### src/rtl/ssd_scan_decoder.sv
// rtl/ssd_scan_decoder.sv - seven-segment scan bus reader, recovers per-digit hex frames
//
// Samples an active-low multiplexed segment/anode bus, accepts a digit once its
// pattern has been stable for STABLE_CYCLES samples, and publishes a full frame
// once every digit position has been captured.
//
// Ports:
//   clk, rst_n   clock (rising edge), asynchronous active-low reset
//   seg_n        segment bus, active-low, [7]=dp, [6:0]=g..a
//   an_n         digit enables, active-low, bit i selects digit i
//   value        recovered nibbles, digit i at [4i+3:4i]
//   dp, blank    per-digit decimal point lit / digit dark
//   frame_valid  one-cycle pulse when value/dp/blank/frame_err update
//   frame_err    published frame contained an invalid pattern or an enable collision
//   stale        no frame published for TIMEOUT cycles
module ssd_scan_decoder #(
  parameter int NUM_DIGITS    = 4,
  parameter int STABLE_CYCLES = 4,
  parameter int TIMEOUT       = 65535
) (
  input  logic                      clk,
  input  logic                      rst_n,
  input  logic [7:0]                seg_n,
  input  logic [NUM_DIGITS-1:0]     an_n,
  output logic [4*NUM_DIGITS-1:0]   value,
  output logic [NUM_DIGITS-1:0]     dp,
  output logic [NUM_DIGITS-1:0]     blank,
  output logic                      frame_valid,
  output logic                      frame_err,
  output logic                      stale
);

  localparam int IW = (NUM_DIGITS > 1) ? $clog2(NUM_DIGITS) : 1;
  localparam int CW = $clog2(STABLE_CYCLES + 1);
  localparam int TW = $clog2(TIMEOUT + 1);
  localparam logic [CW-1:0] CMAX = CW'(STABLE_CYCLES);
  localparam logic [TW-1:0] TMAX = TW'(TIMEOUT);

  typedef enum logic [1:0] {IDLE, TRACK, DONE} state_t;

  // returns {valid, blank, nibble}
  function automatic logic [5:0] decode(input logic [6:0] s);
    case (s)
      7'h40: decode = 6'b10_0000;
      7'h79: decode = 6'b10_0001;
      7'h24: decode = 6'b10_0010;
      7'h30: decode = 6'b10_0011;
      7'h19: decode = 6'b10_0100;
      7'h12: decode = 6'b10_0101;
      7'h02: decode = 6'b10_0110;
      7'h78: decode = 6'b10_0111;
      7'h00: decode = 6'b10_1000;
      7'h10: decode = 6'b10_1001;
      7'h08: decode = 6'b10_1010;
      7'h03: decode = 6'b10_1011;
      7'h46: decode = 6'b10_1100;
      7'h21: decode = 6'b10_1101;
      7'h06: decode = 6'b10_1110;
      7'h0E: decode = 6'b10_1111;
      7'h7F: decode = 6'b11_0000;
      default: decode = 6'b00_0000;
    endcase
  endfunction

  logic [7:0]              seg_q;
  logic [NUM_DIGITS-1:0]   an_q;
  // The input registers reset to zero, which reads as "all digits selected";
  // in_valid keeps that reset artefact from being seen as a collision.
  logic                    in_valid;
  state_t                  state, state_d;
  logic [IW-1:0]           cur_idx, cur_idx_d;
  logic [7:0]              cur_seg, cur_seg_d;
  logic [CW-1:0]           count, count_d;
  logic [4*NUM_DIGITS-1:0] slot_val;
  logic [NUM_DIGITS-1:0]   slot_dp, slot_blank, seen;
  logic                    err_flag;
  logic [TW-1:0]           stale_cnt;

  logic [NUM_DIGITS-1:0]   sel;
  logic                    single, coll, same, capture, coll_err, start, publish;
  logic [IW-1:0]           idx;
  logic [5:0]              dec;

  assign sel     = in_valid ? ~an_q : '0;
  assign single  = (sel != '0) && ((sel & (sel - 1'b1)) == '0);
  assign coll    = (sel != '0) && !single;
  assign same    = (idx == cur_idx) && (seg_q == cur_seg);
  assign dec     = decode(seg_q[6:0]);
  assign publish = &seen;
  assign stale   = (stale_cnt == TMAX);

  always_comb begin
    idx = '0;
    for (int i = 0; i < NUM_DIGITS; i++) begin
      if (sel[i]) idx = IW'(i);
    end
  end

  always_comb begin
    state_d   = state;
    cur_idx_d = cur_idx;
    cur_seg_d = cur_seg;
    count_d   = count;
    capture   = 1'b0;
    coll_err  = 1'b0;
    start     = 1'b0;
    case (state)
      TRACK: begin
        if (single && same) begin
          count_d = count + 1'b1;
          if (count_d == CMAX) begin
            capture = 1'b1;
            state_d = DONE;
          end
        end else begin
          start = 1'b1;
        end
      end
      DONE:    start = !(single && same);
      default: start = 1'b1;
    endcase
    // Anything that breaks the current track is treated exactly like IDLE.
    if (start) begin
      if (single) begin
        cur_idx_d = idx;
        cur_seg_d = seg_q;
        count_d   = CW'(1);
        if (CMAX == CW'(1)) begin
          capture = 1'b1;
          state_d = DONE;
        end else begin
          state_d = TRACK;
        end
      end else begin
        state_d  = IDLE;
        count_d  = '0;
        coll_err = coll;
      end
    end
  end

  always_ff @(posedge clk or negedge rst_n) begin
    if (!rst_n) begin
      seg_q       <= '0;
      an_q        <= '0;
      in_valid    <= 1'b0;
      state       <= IDLE;
      cur_idx     <= '0;
      cur_seg     <= '0;
      count       <= '0;
      slot_val    <= '0;
      slot_dp     <= '0;
      slot_blank  <= '0;
      seen        <= '0;
      err_flag    <= 1'b0;
      value       <= '0;
      dp          <= '0;
      blank       <= '0;
      frame_valid <= 1'b0;
      frame_err   <= 1'b0;
      stale_cnt   <= '0;
    end else begin
      seg_q    <= seg_n;
      an_q     <= an_n;
      in_valid <= 1'b1;
      state    <= state_d;
      cur_idx  <= cur_idx_d;
      cur_seg  <= cur_seg_d;
      count    <= count_d;
      if (capture) begin
        slot_val[4*idx +: 4] <= dec[3:0];
        slot_dp[idx]         <= ~seg_q[7];
        slot_blank[idx]      <= dec[4];
      end
      // Clear on publish, but a capture on the same edge belongs to the new frame.
      seen     <= (publish ? '0 : seen) | (capture ? (NUM_DIGITS'(1) << idx) : '0);
      err_flag <= (publish ? 1'b0 : err_flag) | coll_err | (capture && !dec[5]);
      frame_valid <= publish;
      if (publish) begin
        value     <= slot_val;
        dp        <= slot_dp;
        blank     <= slot_blank;
        frame_err <= err_flag;
        stale_cnt <= '0;
      end else if (stale_cnt != TMAX) begin
        stale_cnt <= stale_cnt + 1'b1;
      end
    end
  end

endmodule

### config.mk
export PLATFORM = sky130hd
export DESIGN_NAME = ssd_scan_decoder
export DESIGN_NICKNAME = d
export VERILOG_FILES = /design/src/rtl/ssd_scan_decoder.sv
export SDC_FILE = /design/constraint.sdc
export NUM_CORES = 1
export LEC_CHECK = 0
export BUFFER_PORTS_ARGS = -buffer_cell sky130_fd_sc_hd__buf_2
export CAP_MARGIN = 30
export CORE_MARGIN = 2
export CORE_UTILIZATION = 59
export DETAILED_ROUTE_END_ITERATION = 10
export HOLD_SLACK_MARGIN = 0.06
export PLACE_DENSITY = 0.79
export SLEW_MARGIN = 40
export SYNTH_ARGS = -nofsm -noshare
export SYNTH_HDL_FRONTEND = slang
export SYNTH_SLANG_ARGS = --single-unit
### constraint.sdc
create_clock -name clk -period 2.95 [get_ports clk]
set_input_delay 0.295 -clock clk [delete_from_list [all_inputs] [get_ports clk]]
set_output_delay 0.295 -clock clk [all_outputs]
set_load 0.02 [all_outputs]
; Yosys cells after proc, flatten, opt, wreduce, memory -nomap -nowiden
; Index checks and enable logic that the tools add are counted.
[word_totals]
regBits = 99
ramBits = 0
latch_bits = 0
rom_bits = 0
output_inout_bits = 27
in_bits = 14
word_cells = 107
n_memories = 0
[op_classes]
n_reduce_logical = 20
n_mux = 31
n_eq_ne = 23
order_cmp = 2
shifts = 3
bitwise_logic = 6
n_addsub = 4
mul = 0
div_mod_pow = 0
[op_table]
columns = op, count
row1 = one-hot mux 6 bit (17 select lines), 1
row2 = "equality test 7 bit, second input constant", 5
row3 = negator 4 -> 34 bit, 1
row4 = "variable shift 4 x 34 -> 16 bit, first input constant", 1
row5 = indexed part select 4 x 34 -> 16 bit, 1
row6 = 2-to-1 mux 16 bit, 2
row7 = "equality test 7 x 5 -> 1 bit, second input constant", 3
row8 = "equality test 7 x 6 -> 1 bit, second input constant", 3
row9 = "adder 16 x 1 -> 16 bit, second input constant", 1
row10 = bitwise mux 16 bit, 1
row11 = "equality test 16 bit, second input constant", 1
row12 = "inequality test 16 bit, second input constant", 1
row13 = "equality test 7 x 2 -> 1 bit, second input constant", 2
row14 = "equality test 7 x 4 -> 1 bit, second input constant", 2
row15 = 2-to-1 mux 2 bit, 6
row16 = 2-to-1 mux 4 bit, 3
row17 = 2-to-1 mux 1 bit, 11
row18 = 2-to-1 mux 3 bit, 3
row19 = bitwise mux 4 bit, 2
row20 = equality test 8 bit, 1
row21 = nonzero test 2 bit, 4
row22 = "equality test 7 x 3 -> 1 bit, second input constant", 1
row23 = zero test 7 bit, 1
row24 = logical AND 1 bit, 6
row25 = other kinds (22), 26

; Logic depth before layout (Yosys ltp)
; Gate-level depths: netlist of run 1.
[depth]
ltp_word = 13
ltp_mapped = 9
mapped_depth_nobuf = 8

; Worst setup path before layout of run 1
; Ideal clock, no wire load.
[synth_path]
path_type = register to register
from = register an_q[1]
to = register slot_blank[0]
required_ns = 2.825
stages_incl_launch_ff = 8
setup_slack_ns = 0.869
arrival_ns = 1.956
path_buffers = 0
setup_ns = 0.125
synth_period_minus_slack_ns = 2.081
cell_sequence = dfrtp_1 > nand2b_1 > a21oi_1 > inv_1 > ha_1 > and4_1 > nand4_1 > mux2_2
[synth_between]
elab_chain_len = 10
word_cells_on_any_way = 21
cone_classes = 1 x add/sub / 2 x order compare / 1 x eq/ne / 9 x mux / 2 x bitwise / 6 x reduce/logical
[synth_lines]
columns = element, line_no
row1 = start: declaration, 66  ; logic [NUM_DIGITS-1:0] an_q;
row2 = start signal: assignment, 164  ; an_q <= an_n;
row3 = inverter 4 bit (*), 84  ; assign sel = in_valid ? ~an_q : '0;
row4 = 2-to-1 mux 4 bit (*), 84
row5 = 2-to-1 mux 1 bit (*), 95  ; if (sel[i]) idx = IW'(i);
row6 = 2-to-1 mux 2 bit (*) (2 in a row), 95
row7 = via idx[0], 81  ; logic [IW-1:0] idx;
row8 = < comparator 2 x 3 -> 1 bit (not written as such) (tied with other cells), 173  ; slot_blank[idx] <= dec[4];
row9 = "logical AND 1 bit, on equally long branches", "173, 87"
row10 = 2-to-1 mux 1 bit (not written as such) or logical AND 1 bit (tied branches), "173, 109"
row11 = demux 1 bit (select 2 bit) or 2-to-1 mux 1 bit (tied branches), "173, 109"
row12 = bitwise mux 4 bit or 2-to-1 mux 1 bit (tied branches), "173, 107"
row13 = end signal: indexed assignment, 173
row14 = end: declaration, 75  ; logic [NUM_DIGITS-1:0] slot_dp, slot_blank, seen;
; Mark *: on every way through the listed nets, which the timed path passes. The rest lies on a longest branch.
; A chain may end at the register's enable or synchronous reset.

; Worst setup path in the final report of run 1
[layout_path]
from = register an_q[2]
to = register slot_val[5]
[layout_between]
elab_chain_len = 9
word_cells_on_any_way = 18
cone_classes = 2 x add/sub / 1 x eq/ne / 2 x shift / 6 x mux / 2 x bitwise / 5 x reduce/logical
[layout_lines]
columns = element, line_no
row1 = inverter 4 bit (*), 84
row2 = 2-to-1 mux 4 bit (*), 84
row3 = 2-to-1 mux 2 bit (*) (2 in a row), 95
row4 = via idx[0], 81
row5 = branches (longest 5 deep; another with negator 4 -> 34 bit), -
row6 = end signal: indexed assignment, 171  ; slot_val[4*idx +: 4] <= dec[3:0];
row7 = end: declaration, 74  ; logic [4*NUM_DIGITS-1:0] slot_val;
; Mark *: on every way through the listed nets, which the timed path passes.

==> results.py, run 1 <==
metrics = {
    "logic_synthesis": {
        "async_flop_share_pct": 100,
        "synth_largest_area_cell": "dfrtp_1",
        "synth.most_common_cell": "nand2_1",
        "synth_seq_cells": 99,
        "synthFlopType": "dfrtp_1",
        "synth_nets": 506,
        "syn_avg_cell_area_um2": 9.73,
        "synth_seq_area_share_pct": 52.6,
        "synth_edf_count": 0,
        "synth_area_leaders": "dfrtp_1, nand2_1, xnor2_1",
        "yosysUniqueCellTypes": 53,
        "syn_inst": 484,
        "yosysTopAreaCellShare_pct": 52.6,
        "netlist_top_cells_count": "nand2_1, dfrtp_1, nor2_1, nor3_1, o21ai_0",
        "synth_area_um2": 4710,
        "yosys_warnings": 0,
    },
    "layout": {
        "nNetsFinal": 555,
        "postLayoutCoreUtil_pct": 68.8,
        "num_antenna_cells": 0,
        "drive_gt1_share_pct": 16.0,
        "syn_to_final_growth_pct": 12.9,
        "n_fill_cell": 610,
    },
    "pwr": {
        "sw_frac_of_total_pct": 27.3,
        "internal_power_mw": 1.86,
        "ir_worst_vdd_uv": 326,
        "p_leak_nw": 2.65,
        "net-switching-power_mw": 0.699,
        "clockPowerShare_pct": 33.4,
        "p_per_area_nw_per_um2": 481,
        "comb_power_share_pct": 9.4,
        "p_seq_share_pct": 57.2,
    },
    "sta": {
        "skew_ns": 0.0114,
        "clock.fmax_mhz": 393,
        "finalSetupTns_ns": 0,
        "period_minus_slack_ns": 2.55,
        "rsz0062_at_grt": "no",
        "max_slew.worst_pin.slew_ns": 0.660,
        "holdWs_ns": 0.448,
        "max_slew_margin_pct": 56.0,
        "setup_viol": 0,
        "finalHoldViolations": 0,
        "slew_viol_final": 0,
        "worst_slack_ns": 0.404,
        "final.period_utilization_pct": 86.3,
    },
    "global_route": {
        "gr-usage-met3_pct": 4.27,
        "busiest_layer": "met2",
        "overflow": 0,
        "antenna_found_initial": 0,
        "grt_pass1_vias": 3477,
        "grt_use_met2_pct": 38.9,
        "grt_pass1_wl_mm": 16.4,
        "grt_max_degree": 64,
        "track_usage_pct": 24.2,
        "met1_usage_pct": 32.5,
    },
    "clock_network": {
        "cts_buffers": 9,
        "post_cts_buffers": 0,
        "ctsResizeCount": 0,
        "root_buffer": "clkbuf_8",
        "cts.sinks": 99,
        "h-tree-depth": 3,
        "clockBufferDepth": 2,
        "hold_buffers": 13,
        "clk_pin_slew_worst_paths_ns": 0.11,
        "cts_tree": "done",
        "clock_latency_ns": 0.37,
    },
    "worst_setup_path": {
        "worst-setup-path-type": "flop to flop",
        "arrival_ns": 2.85,
        "end_kind": "flop",
        "required_ns": 3.26,
        "crit_path_start_kind": "flop",
        "crit_path_max_fanout": 9,
    },
    "route": {
        "wl_mm": 9.80,
        "avgViaCountPerCell": 5.68,
        "drt_first_pass_iters": 5,
        "wl_per_cell_um": 15.3,
        "drtIter0Drc": 185,
        "drc": 0,
        "num_vias": 3638,
        "ant_nets": 0,
    },
    "place": {
        "portBuffers": 40,
        "pre_cts_ws_ns": 0.457,
        "detailed_place_hpwl_mm": 6.73,
        "gp_congestion": 0.897,
    },
    "status": {
        "status": "complete, no violations",
    },
    "floorplanning": {
        "chipHeight_um": 93.4,
        "initial_core_util_pct": 61.0,
        "boundaryPins": 41,
        "dieArea_um2": 8720,
        "core_area_um2": 7730,
        "die_x_um": 93.4,
        "num_rows": 32,
    },
    "worst_hold_path": {
        "min_path_type": "input pin to async pin",
    },
    "flow_run": {
        "maxCapViolCount": 0,
    },
}
## per-layer routing
metal	vias to the layer above	wire length (um)
li1	1760	-
met1	1739	4440
met2	117	4690
met3	22	485
met4	0	195
met5	-	0
## cells in the final DEF (no fill, tap or decap), drive strengths merged, types with 3 or more instances in the layout
| cell type | instances |
|---|---|
| xor2 | 9 |
| nor2b | 4 |
| clkinv | 3 |
| inv | 17 |
| nand4b | 3 |
| a21oi | 9 |
| and2 | 3 |
| clkbuf | 10 |
| dlygate4sd3 | 13 |
| a31oi | 6 |
| nor4 | 6 |
| buf | 46 |
| or3 | 10 |
| xnor2 | 15 |
| nand4 | 14 |
| mux2i | 3 |
| nand2 | 122 |
| a21o | 8 |
| a211oi | 4 |
| o21ai | 20 |
| dfrtp | 99 |
| or2 | 3 |
| ha | 8 |
| nor3b | 3 |
| nand3 | 13 |
| and3 | 5 |
| nor3 | 17 |
| nand2b | 3 |
| nor2 | 24 |
| mux2 | 13 |
| and4 | 6 |
## final timing paths
check                               to  slack, ns  cells past startpoint      from
min reg2reg                   blank[1]       0.48                      2  blank[1]
max reg2reg                slot_val[5]       0.40                      7   an_q[2]
min                        frame_valid       0.45                      2     rst_n
max in group asynchronous   cur_seg[5]       1.88                      3     rst_n
max                        slot_val[5]       0.40                      7   an_q[2]
min in group clk              blank[1]       0.48                      2  blank[1]
## area by class of cell
class,count,area (um^2),share of cell area [%]
clock inverters,6,56.3,1.06
inverters,15,56.3,1.06
flip-flops and latches,99,2480,46.6
clock buffers,10,138,2.59
repair buffers,59,394,7.41
multi-input cells,349,2070,38.9
well taps,102,128,2.40
## power by group through the flow
stage,Clock (mW),Combinational [mW],Sequential [mW]
6_report,0.855,0.242,1.46
5_1_grt,0.916,0.271,1.47
4_1_cts,0.867,0.242,1.46
3_5_place_dp,0,0.226,1.49
3_3_place_gp,0,0.216,1.48
2_1_floorplan,0,0.178,1.46
## worst max-delay path: stages (launching register included)
cell and delay [ns]:
dfrtp_1 0.50, nand2b_1 0.09, a21oi_1 0.42, ha_1 0.29, and4_1 0.19, nand4_1 0.40
or3_1 0.51, nand2_1 0.08
## per-stage QoR
step	power [mW]	instance area [um^2]	instances
global route	2.66	5320	640
CTS	2.57	5310	640
floorplan	1.64	4710	484
finish	2.56	5320	640
detailed placement	1.71	4990	611
global placement	1.70	4990	611
## state kept, by name (all words and copies together), names as in the netlist
signal       flops
seg_q            8
seen             4
cur_idx          2
state            2
in_valid         1
slot_val        16
slot_dp          4
frame_valid      1
stale_cnt       16
an_q             4
count            3
slot_blank       4
frame_err        1
blank            4
value           16
dp               4
cur_seg          8
err_flag         1
## cell families after synthesis
group / count (synthesis) / share of synthesized area [%]
xor gates and xnor gates: 24 / 4.62
adders and majority gates: 9 / 2.34
DFF: 99 / 52.6
and+or+nand+nor: 241 / 25.0
other: 1 / 0.0796
AOI/OAI and AO/OA: 58 / 8.07
muxes: 16 / 3.75
buffers and inverters: 36 / 3.51
No activity file was read; power rests on OpenSTA's default activity.
==> inputs of run 2 (changes only) <==
--- a/config.mk
+++ b/config.mk
@@ -5,8 +5,10 @@
 export SDC_FILE = /design/constraint.sdc
 export NUM_CORES = 1
 export LEC_CHECK = 0
+export ABC_AREA = 1
 export BUFFER_PORTS_ARGS = -buffer_cell sky130_fd_sc_hd__buf_2
 export CAP_MARGIN = 30
+export CORE_ASPECT_RATIO = 0.75
 export CORE_MARGIN = 2
 export CORE_UTILIZATION = 59
 export DETAILED_ROUTE_END_ITERATION = 10
==> results.py, run 2 <==
metrics = {
    "clock_network": {
        "clockBufferDepth": 2,
        "hold_buffers": 13,
        "clk_pin_slew_worst_paths_ns": 0.07,
        "post_cts_buffers": 0,
        "cts_tree": "done",
        "cts_buffers": 9,
        "cts.sinks": 99,
        "clock_latency_ns": 0.35,
        "root_buffer": "clkbuf_16",
        "ctsResizeCount": 0,
        "h-tree-depth": 3,
    },
    "worst_setup_path": {
        "crit_path_start_kind": "flop",
        "required_ns": 3.24,
        "arrival_ns": 2.51,
        "cp_top_family": "simple AND/OR/NAND/NOR gates",
        "regToRegSetupSlack_ns": 0.73,
        "path_buf_inv": 0,
        "path_cells": "ha_1 > xnor2_1 > nor2_2 > nand4_2 > nor2_4 > nand3_1 > nand2_1",
        "crit_path_max_fanout": 21,
        "cpPeakStageDelay_ns": 0.49,
        "end_kind": "flop",
        "worst-setup-path-type": "flop to flop",
        "critical-path-slowest-cell": "nor2_2",
    },
    "place": {
        "detailed_place_hpwl_mm": 8.10,
        "portBuffers": 40,
        "pre_cts_ws_ns": 0.764,
        "gp_congestion": 0.934,
        "place_inst": 791,
    },
    "sta": {
        "finalSetupTns_ns": 0,
        "clock.fmax_mhz": 451,
        "setup_viol": 0,
        "period_minus_slack_ns": 2.22,
        "slew_viol_final": 0,
        "worst_slack_ns": 0.734,
        "skew_ns": 0.00986,
        "rsz0062_at_grt": "no",
        "holdWs_ns": 0.479,
        "final.period_utilization_pct": 75.1,
        "max_slew.worst_pin.slew_ns": 0.605,
        "max_slew_margin_pct": 59.6,
        "finalHoldViolations": 0,
    },
    "layout": {
        "syn_to_final_growth_pct": 13.3,
        "nNetsFinal": 729,
        "num_antenna_cells": 0,
        "drive_gt1_share_pct": 14.2,
        "top_regs": "slot_val (16), stale_cnt (16), value (16)",
        "final_cell_mix": "nand2_1, dfrtp_1, nand3_1",
        "layout_commonest_cell": "nand2_1",
        "final_cells": 820,
        "n_fill_cell": 695,
    },
    "floorplanning": {
        "die_x_um": 112,
        "boundaryPins": 41,
        "dieArea_um2": 9440,
        "chipHeight_um": 84.6,
        "num_rows": 29,
        "core_area_um2": 8450,
        "initial_core_util_pct": 60.5,
    },
    "logic_synthesis": {
        "synth_area_um2": 5110,
        "syn_inst": 659,
        "yosysUniqueCellTypes": 35,
        "synth_nets": 681,
        "async_flop_share_pct": 100,
        "synth_seq_cells": 99,
        "synth.most_common_cell": "nand2_1",
        "synth_edf_count": 0,
        "synthFlopType": "dfrtp_1",
        "synth_area_leaders": "dfrtp_1, nand2_1, nand3_1",
        "synth_seq_area_share_pct": 48.4,
        "synth_largest_area_cell": "dfrtp_1",
        "netlist_top_cells_count": "nand2_1, dfrtp_1, nand3_1, inv_1, nor2_1",
        "yosysTopAreaCellShare_pct": 48.4,
        "yosys_warnings": 0,
        "syn_avg_cell_area_um2": 7.76,
    },
    "route": {
        "wl_mm": 11.4,
        "wl_per_cell_um": 13.9,
        "ant_nets": 0,
        "num_vias": 4410,
        "drtIter0Drc": 354,
        "drt_first_pass_iters": 5,
        "drc": 0,
        "avgViaCountPerCell": 5.38,
    },
    "status": {
        "status": "complete, no violations",
    },
    "global_route": {
        "grt_max_degree": 100,
        "antenna_found_initial": 0,
        "track_usage_pct": 25.9,
        "grt_pass1_vias": 4133,
        "grt_pass1_wl_mm": 19.6,
        "overflow": 0,
    },
    "flow_run": {
        "maxCapViolCount": 0,
    },
    "pwr": {
        "p_per_area_nw_per_um2": 524,
        "p_leak_nw": 3.26,
        "ir_worst_vdd_uv": 594,
    },
    "worst_hold_path": {
        "min_path_type": "flop to flop",
    },
}
==> run 2: cell types whose count changed in the layout (fill, tap and decap cells not counted), sizes merged, moves of 6 or more <==
| cell | before | now |
|---|---|---|
| a21o | 8 | 0 |
| and4 | 6 | 0 |
| inv | 17 | 71 |
| mux2 | 13 | 0 |
| nand2 | 122 | 261 |
| nand3 | 13 | 78 |
| nor2 | 24 | 67 |
| nor3 | 17 | 7 |
| o21ai | 20 | 10 |
| or3 | 10 | 0 |
| xnor2 | 15 | 3 |
==> run 2: logic make-up (layout without fill, tap and decap cells) <==
kind of cell,count (synthesis),count (layout),share of synthesized area [%]
other,1,1,0.0733
DFF,99,99,48.4
adders and majority gates,8,8,1.96
AOI/OAI and AO/OA,30,30,3.50
buffers and inverters,85,138,7.02
and+or+nand+nor,429,429,37.8
xor gates and xnor gates,7,7,1.20
==> run 2: per-layer routing <==
layer | vias to the layer above | track usage, % | part of all wire (%)
met1 | 2100 | 38.0 | 48
met5 | - | 0 | 0
li1 | 2161 | - | -
met3 | 20 | 6.50 | 6.5
met2 | 129 | 38.9 | 44
met4 | 0 | 7.30 | 1.7
==> run 2: layout make-up <==
| cell class | instances | area, um^2 | share of cell area, % |
|---|---|---|---|
| Clock inverter | 7 | 67.6 | 1.17 |
| Multi-Input combinational cell | 475 | 2280 | 39.3 |
| Sequential cell | 99 | 2480 | 42.7 |
| Tap cell | 108 | 135 | 2.33 |
| Clock buffer | 9 | 225 | 3.89 |
| Inverter | 67 | 251 | 4.34 |
| Timing Repair Buffer | 55 | 360 | 6.22 |
==> run 2: where the power goes <==
part / internal, mW / switching, mW / total (mW)
clock network: 0.594 / 0.559 / 1.15
logic: 0.137 / 0.268 / 0.405
registers: 1.42 / 0.0623 / 1.48
==> run 2: worst register-to-register path: cells and delay by family, from the launching register on <==
kind | cells | cell delay (ns)
DFF | 1 | 0.43
adders and majority gates | 1 | 0.23
and+or+nand+nor | 5 | 1.34
xor gates and xnor gates | 1 | 0.16
==> run 2: path summary, 6_finish.rpt <==
path	startpoint	to	depth (start not counted)
max	count[0]	slot_dp[3]	7
min	value[7]	value[7]	2
max reg2reg	count[0]	slot_dp[3]	7
min reg2reg	value[7]	value[7]	2
max in group asynchronous	rst_n	seg_q[0]	3
min in group asynchronous	rst_n	in_valid	3
==> run 2: per-stage QoR <==
step | utilization, % | cell area, um^2 | power (mW)
2_1_floorplan | - | 5110 | 1.80
3_3_place_gp | 63.5 | 5370 | 1.88
3_5_place_dp | 63.5 | 5370 | 1.89
4_1_cts | 68.6 | 5800 | 3.06
5_1_grt | 68.6 | 5800 | 3.17
6_report | 68.6 | 5800 | 3.04
